<file path="src/rtl/sm_noc_tx.sv">
// CPU-to-router transmit port for the schoolMIPS NoC: frames CPU words as flits
// {data, last, dest}, buffers them in a FIFO and hands them to the router on Outw/Inr.
module sm_noc_tx #(
    parameter  int DATA_W = 32,
    parameter  int ADDR_W = 4,
    parameter  int DEPTH  = 4,
    localparam int FLIT_W = DATA_W + 1 + ADDR_W,
    localparam int PW     = $clog2(DEPTH),
    localparam int LW     = PW + 1
) (
    input  logic              clk,
    input  logic              reset,
    input  logic [DATA_W-1:0] cpu_data,
    input  logic [ADDR_W-1:0] cpu_dest,
    input  logic              cpu_last,
    input  logic              cpu_send,
    output logic              cpu_busy,
    output logic              cpu_err,
    input  logic              cpu_err_clr,
    output logic              cpu_in_pkt,
    output logic [LW-1:0]     level,
    output logic [FLIT_W-1:0] flit_out,
    output logic              Outw,
    input  logic              Inr
);

    typedef enum logic {IDLE, IN_PKT} pktState_t;

    pktState_t         stateQ, stateD;
    logic [FLIT_W-1:0] mem [DEPTH];
    logic [PW-1:0]     wrPtr, rdPtr;
    logic [ADDR_W-1:0] destQ, flitDest;
    logic              full, push, pop, overflow;

    // Full is judged on the registered level, so a same-cycle pop never frees a slot for a push.
    assign full     = (level == LW'(DEPTH));
    assign cpu_busy = full;
    assign push     = cpu_send && !full;
    assign overflow = cpu_send && full;
    assign Outw     = (level != '0);
    assign pop      = Outw && Inr;
    assign flit_out = Outw ? mem[rdPtr] : '0;

    always_ff @(posedge clk) begin
        if (push)
            mem[wrPtr] <= {cpu_data, cpu_last, flitDest};
    end

    always_ff @(posedge clk) begin
        if (!reset) begin
            wrPtr   <= '0;
            rdPtr   <= '0;
            level   <= '0;
            cpu_err <= 1'b0;
            destQ   <= '0;
        end else begin
            if (push)
                wrPtr <= wrPtr + PW'(1);
            if (pop)
                rdPtr <= rdPtr + PW'(1);
            case ({push, pop})
                2'b10:   level <= level + LW'(1);
                2'b01:   level <= level - LW'(1);
                default: level <= level;
            endcase
            // Set wins over clear.
            if (overflow)
                cpu_err <= 1'b1;
            else if (cpu_err_clr)
                cpu_err <= 1'b0;
            if (push && stateQ == IDLE && !cpu_last)
                destQ <= cpu_dest;
        end
    end

    always_ff @(posedge clk) begin
        if (!reset)
            stateQ <= IDLE;
        else
            stateQ <= stateD;
    end

    always_comb begin
        stateD = stateQ;
        case (stateQ)
            IDLE:    if (push && !cpu_last) stateD = IN_PKT;
            IN_PKT:  if (push && cpu_last)  stateD = IDLE;
            default: stateD = IDLE;
        endcase
    end

    // Destination is locked to the first flit's address for the rest of the packet.
    always_comb begin
        cpu_in_pkt = (stateQ == IN_PKT);
        flitDest   = (stateQ == IN_PKT) ? destQ : cpu_dest;
    end

endmodule

</file>
<file path="config.mk">
export PLATFORM = sky130hd
export DESIGN_NAME = sm_noc_tx
export DESIGN_NICKNAME = d
export VERILOG_FILES = /design/src/rtl/sm_noc_tx.sv
export SDC_FILE = /design/constraint.sdc
export NUM_CORES = 1
export LEC_CHECK = 0
export CORE_ASPECT_RATIO = 1.75
export CORE_MARGIN = 5
export CORE_UTILIZATION = 55
export CTS_BUF_LIST = sky130_fd_sc_hd__clkbuf_4
export DETAILED_ROUTE_END_ITERATION = 12
export PLACE_DENSITY = 0.79
export SLEW_MARGIN = 0
export SYNTH_ARGS = -nofsm -noshare
export SYNTH_HDL_FRONTEND = slang
export SYNTH_SLANG_ARGS = --single-unit
export TNS_END_PERCENT = 5
</file>
<file path="constraint.sdc">
create_clock -name clk -period 5.4 [get_ports clk]
set_input_delay 1.62 -clock clk [delete_from_list [all_inputs] [get_ports clk]]
set_output_delay 1.62 -clock clk [all_outputs]
set_load 0.005 [all_outputs]
</file>
# ---- Word-level counts from Yosys, hierarchy flattened
# Memories as Yosys holds them, arrays and structs flattened. A register that Yosys moved wholly into a read port is not among the register bits.
# Index checks and enable logic that the tools add are counted.
dict set report totals {
  regBits 13
  latch_bits 0
  ram_bits 148
  mem_bits_ro 0
  input_bits 42
  output_inout_bits 44
  word_cells 39
  mem_count 1
}
# memory depth word_bits rd rd_clocked_by_memory_dff write_ports line_no
set mem_list {}
lappend mem_list {mem 4 37 1 1 1 30} ;# logic [FLIT_W-1:0] mem [DEPTH];
dict set report op_classes {
  n_addsub 4
  multipliers 0
  n_div 0
  n_lt_le_gt_ge 0
  n_eq_ne 3
  shifts 0
  n_mux 12
  bitwise 1
  n_reduce_logical 12
}
# op n
set ops {}
lappend ops {{$mux 37} 1}
lappend ops {{$logic_and 1x1->1} 7}
lappend ops {{$mux 1} 6}
lappend ops {{$pmux 3 s2} 1}
lappend ops {{$add 2x1->2 const B} 2}
lappend ops {{$mux 2} 2}
lappend ops {{$mux 4} 1}
lappend ops {{$reduce_bool 2->1} 2}
lappend ops {{$add 3x1->3 const B} 1}
lappend ops {{$eq 3x3->1 const B} 1}
lappend ops {{$reduce_bool 3->1} 1}
lappend ops {{$sub 3x1->3 const B} 1}
lappend ops {{$eq 2x1->1 const B} 1}
lappend ops {{$eq 2x2->1 const B} 1}
lappend ops {{$logic_not 1->1} 2}
lappend ops {{$pmux 1 s2} 1}
lappend ops {{$not 1->1} 1}

# ---- Longest topological paths before layout
dict set report depth {
  word_depth 6
  mapped_depth 10
  depth_no_buf 9
}

# ---- Least setup slack after synthesis
# No wires, ideal clock.
dict set report synth_timing {
  kind {input -> register}
  startpoint {input port cpu_send}
  endpoint {memory mem[0][0] (netlist bit) (enable)}
  setup_time_ns 0.398
  t_arrival_ns 2.829
  required_ns 5.002
  setup_slack_ns 2.173
  path_stages 3
  n_path_buf 1
  path_cell_list {nor2b_1 -> buf_2 -> and2_1}
}
dict set report synth_via {
  elab_chain_cells 3
}
# item line_no
set synth_lines {}
lappend synth_lines {{start, declared} 16} ;# input logic cpu_send,
lappend synth_lines {{$logic_and 1x1->1} 38} ;# assign push = cpu_send && !full;
lappend synth_lines {{$mux 1} 45} ;# if (push)
lappend synth_lines {{$mux 1 (implied by the code)} 46} ;# mem[wrPtr] <= {cpu_data, cpu_last, flitDest};
lappend synth_lines {{end, declared} 30}
# No other way between the ends.

==> metrics.cfg <==
[clock_tree]
cts_hold_buffers=0
clock_latency_ns=0.51
cts.sinks=163
post_cts_buffers=0
cts_tree=built
numCtsBuffers=17
htreeDepth=4
clockRootBuffer=clkbuf_4
clockBufferDepth=2
clkTransAtPathRegs_ns=0.12
cts_repair_resize_count=0

[final_layout]
layout.nets=459
multiInputGateArea_um2=1540
final.fill_count=784
final_layout_size_suffix_gt1_frac=0.193
register_area_um2=4750
area_growth_pct=20.4
design_area_um2=7690

[timing]
relSlewSlack=0.304
fmax_ghz=0.227
worst_pin_slew_ns=1.04
final.period_utilization=0.814
final.setup_skew_ns=0.0112
drv_slew=0
grt_setup_unrepaired=no
setup_slack_ns=1.00
fin_setup_tns_ns=0
final.min_clock_period_ns=4.40
finalSetupViolCount=0
hold_violations=0

[pwr]
peakVddDrop_mv=0.301
pwr-share-clk=0.228
intPower_uw=2580
swShare=0.263
p_per_area_nw_per_um2=455
pwr-share-seq=0.461
total_power_uw=3500
power_frac_comb=0.311
p_leak_uw=0.00245
p_switching_uw=921

[place]
placed_area_um2=7350
dpl_worst_slack_ns=1.42
portBuffers=85
place_congestion=0.716
dp_hpwl_um=7040

[yosys]
synth_top_area_frac=0.695
yosys.area_share.simple=0.0673
synth_xor_area_frac=0.00274
netlist_area_um2=6390
synth_top_cell_by_area=edfxtp_1
avgSynthCellArea_um2=20.0
yosysWarnings=0
ys_top_cells_by_area=edfxtp_1 (70%), mux4_2 (13%), dfxtp_1 (4.7%)
syn_inst=320
syn_nets=368
synth-compound-area-share=0.00705
muxShareOfSynthArea=0.148
synth_top_family_by_area=multiplexers
synthAdderAreaFrac=0.0129
ys_ff_latch=163
ys_types=27
synth_seq_area_share=0.742

[global_routing]
gr-total-overflow=0
grt_pass1_wl_um=17600
grt_util_all_layers=0.168
grt_pass1_vias=3418
antenna_found_initial=1
grt_start_max_net_pins=38

[worst_setup_path]
crit_chain=buf_4 -> mux4_2 -> nor2b_1 -> clkdlybuf4s50_1
cp.arrival_ns=2.78
path_delay_family=buffers and inverters
r2r-start=level[2]
critPathBufInv=2
critical_path_class=reg -> out
slowest_delay_ns=0.71
crit_path_end_kind=output port
path_depth=4
r2r-end=level[2]
worstPathRequired_ns=3.78
rr_worst_depth=9
cp_slowest_cell=dfxtp_2
cp-start-kind=flip-flop
regToRegSetupSlack_ns=2.91
crit_path_max_fanout=17

[run_status]
status=finished, final reports clean

[route]
vias=3134
drtIter0Drc=183
routed_wl_um=11000
avgViaCountPerCell=5.60
drt_first_pass_iters=4
drc=0
wl_per_cell_um=19.6
ant_nets=0

[worst_hold_path]
hold_end=destQ[0]
hp-start=destQ[0]
hold_depth=2
hp-class=reg -> reg

[floorplanning]
die_x_um=91.5
die-height_um=153
die_area_um2=14000
ioPinCount=86
fp.coreArea_um2=11500
initial_core_util=0.555
rows=52

[run]
maxCapViolCount=0

==> power by group through the flow <==
stage / clock network [uW] / registers (uW) / logic (uW)
finish: 799 / 1610 / 1090
global route: 877 / 1630 / 1170
CTS: 820 / 1620 / 1120
detailed placement: 0 / 1650 / 1110
global placement: 0 / 1640 / 1100
floorplan: 0 / 1580 / 622
==> layer usage <==
layer / track usage / wire length, um
met1: 0.181 / 4040
met2: 0.306 / 6200
met3: 0.0514 / 548
met4: 0.0597 / 202
met5: 0 / 0
==> cells in the mapped netlist, drive strengths merged <==
cell / n
or4bb: 1
nand2: 16
mux4: 37
dfxtp: 15
o21ai: 5
a21boi: 2
nand2b: 1
xnor2: 1
a21oi: 1
nor4b: 1
fa: 1
or3: 2
inv: 7
mux2: 4
edfxtp: 148
buf: 9
xor2: 1
mux2i: 7
nor3b: 1
ha: 5
nor3: 1
and2: 6
nor2b: 41
clkbuf: 7
==> stage by stage <==
step	hold slack, ns	util	cells
after floorplan	0.431	-	320
after global placement	0.439	0.638	527
after detailed placement	0.448	0.638	527
after CTS	0.467	0.668	559
after global routing	0.495	0.668	560
final	0.465	0.668	560
==> tightest hold or removal path, delay by kind of cell, from the launching register on <==
kind,cells,cell delay [ns]
muxes,1,0.05
DFF,1,0.33
and+or+nand+nor,1,0.05
==> cell families (layout without fill, tap and decap cells) <==
| logic type | count (synthesis) | count (layout) |
|---|---|---|
| compound gates | 8 | 8 |
| xor+xnor | 2 | 2 |
| fa+ha+maj | 6 | 6 |
| simple gates | 70 | 70 |
| mux | 48 | 48 |
| other cells | 0 | 1 |
| flops | 163 | 163 |
| buf+inv | 23 | 127 |
==> how the worst max path moves through the flow <==
stage / endpoint / slack, ns / from
after detailed placement: mem[3][7] / 1.42 / cpu_send
after global placement: mem[1][14] / 1.44 / cpu_send
final: flit_out[13] / 1.00 / flip-flop
after CTS: flit_out[10] / 0.85 / flip-flop
after floorplan: mem[0][0] / 2.17 / cpu_send
after global routing: flit_out[6] / 0.74 / flip-flop
==> state kept, by name, summed over array words and instances (netlist names), named ones only <==
signal	flops
level	3
destQ	4
cpu_err	1
mem	148
wrPtr	2
rdPtr	2
==> layout make-up <==
class,count,share of cell area
sequential,163,0.617
clock inverter,15,0.0278
timing repair buffer,88,0.113
multi-input combinational,134,0.200
clock buffer,17,0.0166
tap,135,0.0220
inverter,7,0.00341
antenna,1,0.000325
==> layout by cell type (no fill, tap or decap), types with 2 or more instances in the layout <==
cell type,netlist,layout
edfxtp_1,148,148
clkdlybuf4s50_1,0,85
nor2b_1,41,41
mux4_2,37,37
clkbuf_4,0,17
nand2_1,16,16
dfxtp_1,15,13
inv_1,7,7
mux2i_1,7,7
o21ai_0,5,5
ha_1,5,5
bufinv_16,0,5
mux2_2,4,4
and2_2,0,4
clkinvlp_4,0,4
clkinv_1,0,3
buf_4,0,3
and2_1,6,2
or3_1,2,2
dfxtp_2,0,2
clkinv_4,0,2
Note: power is estimated with default switching activity, not from simulation.
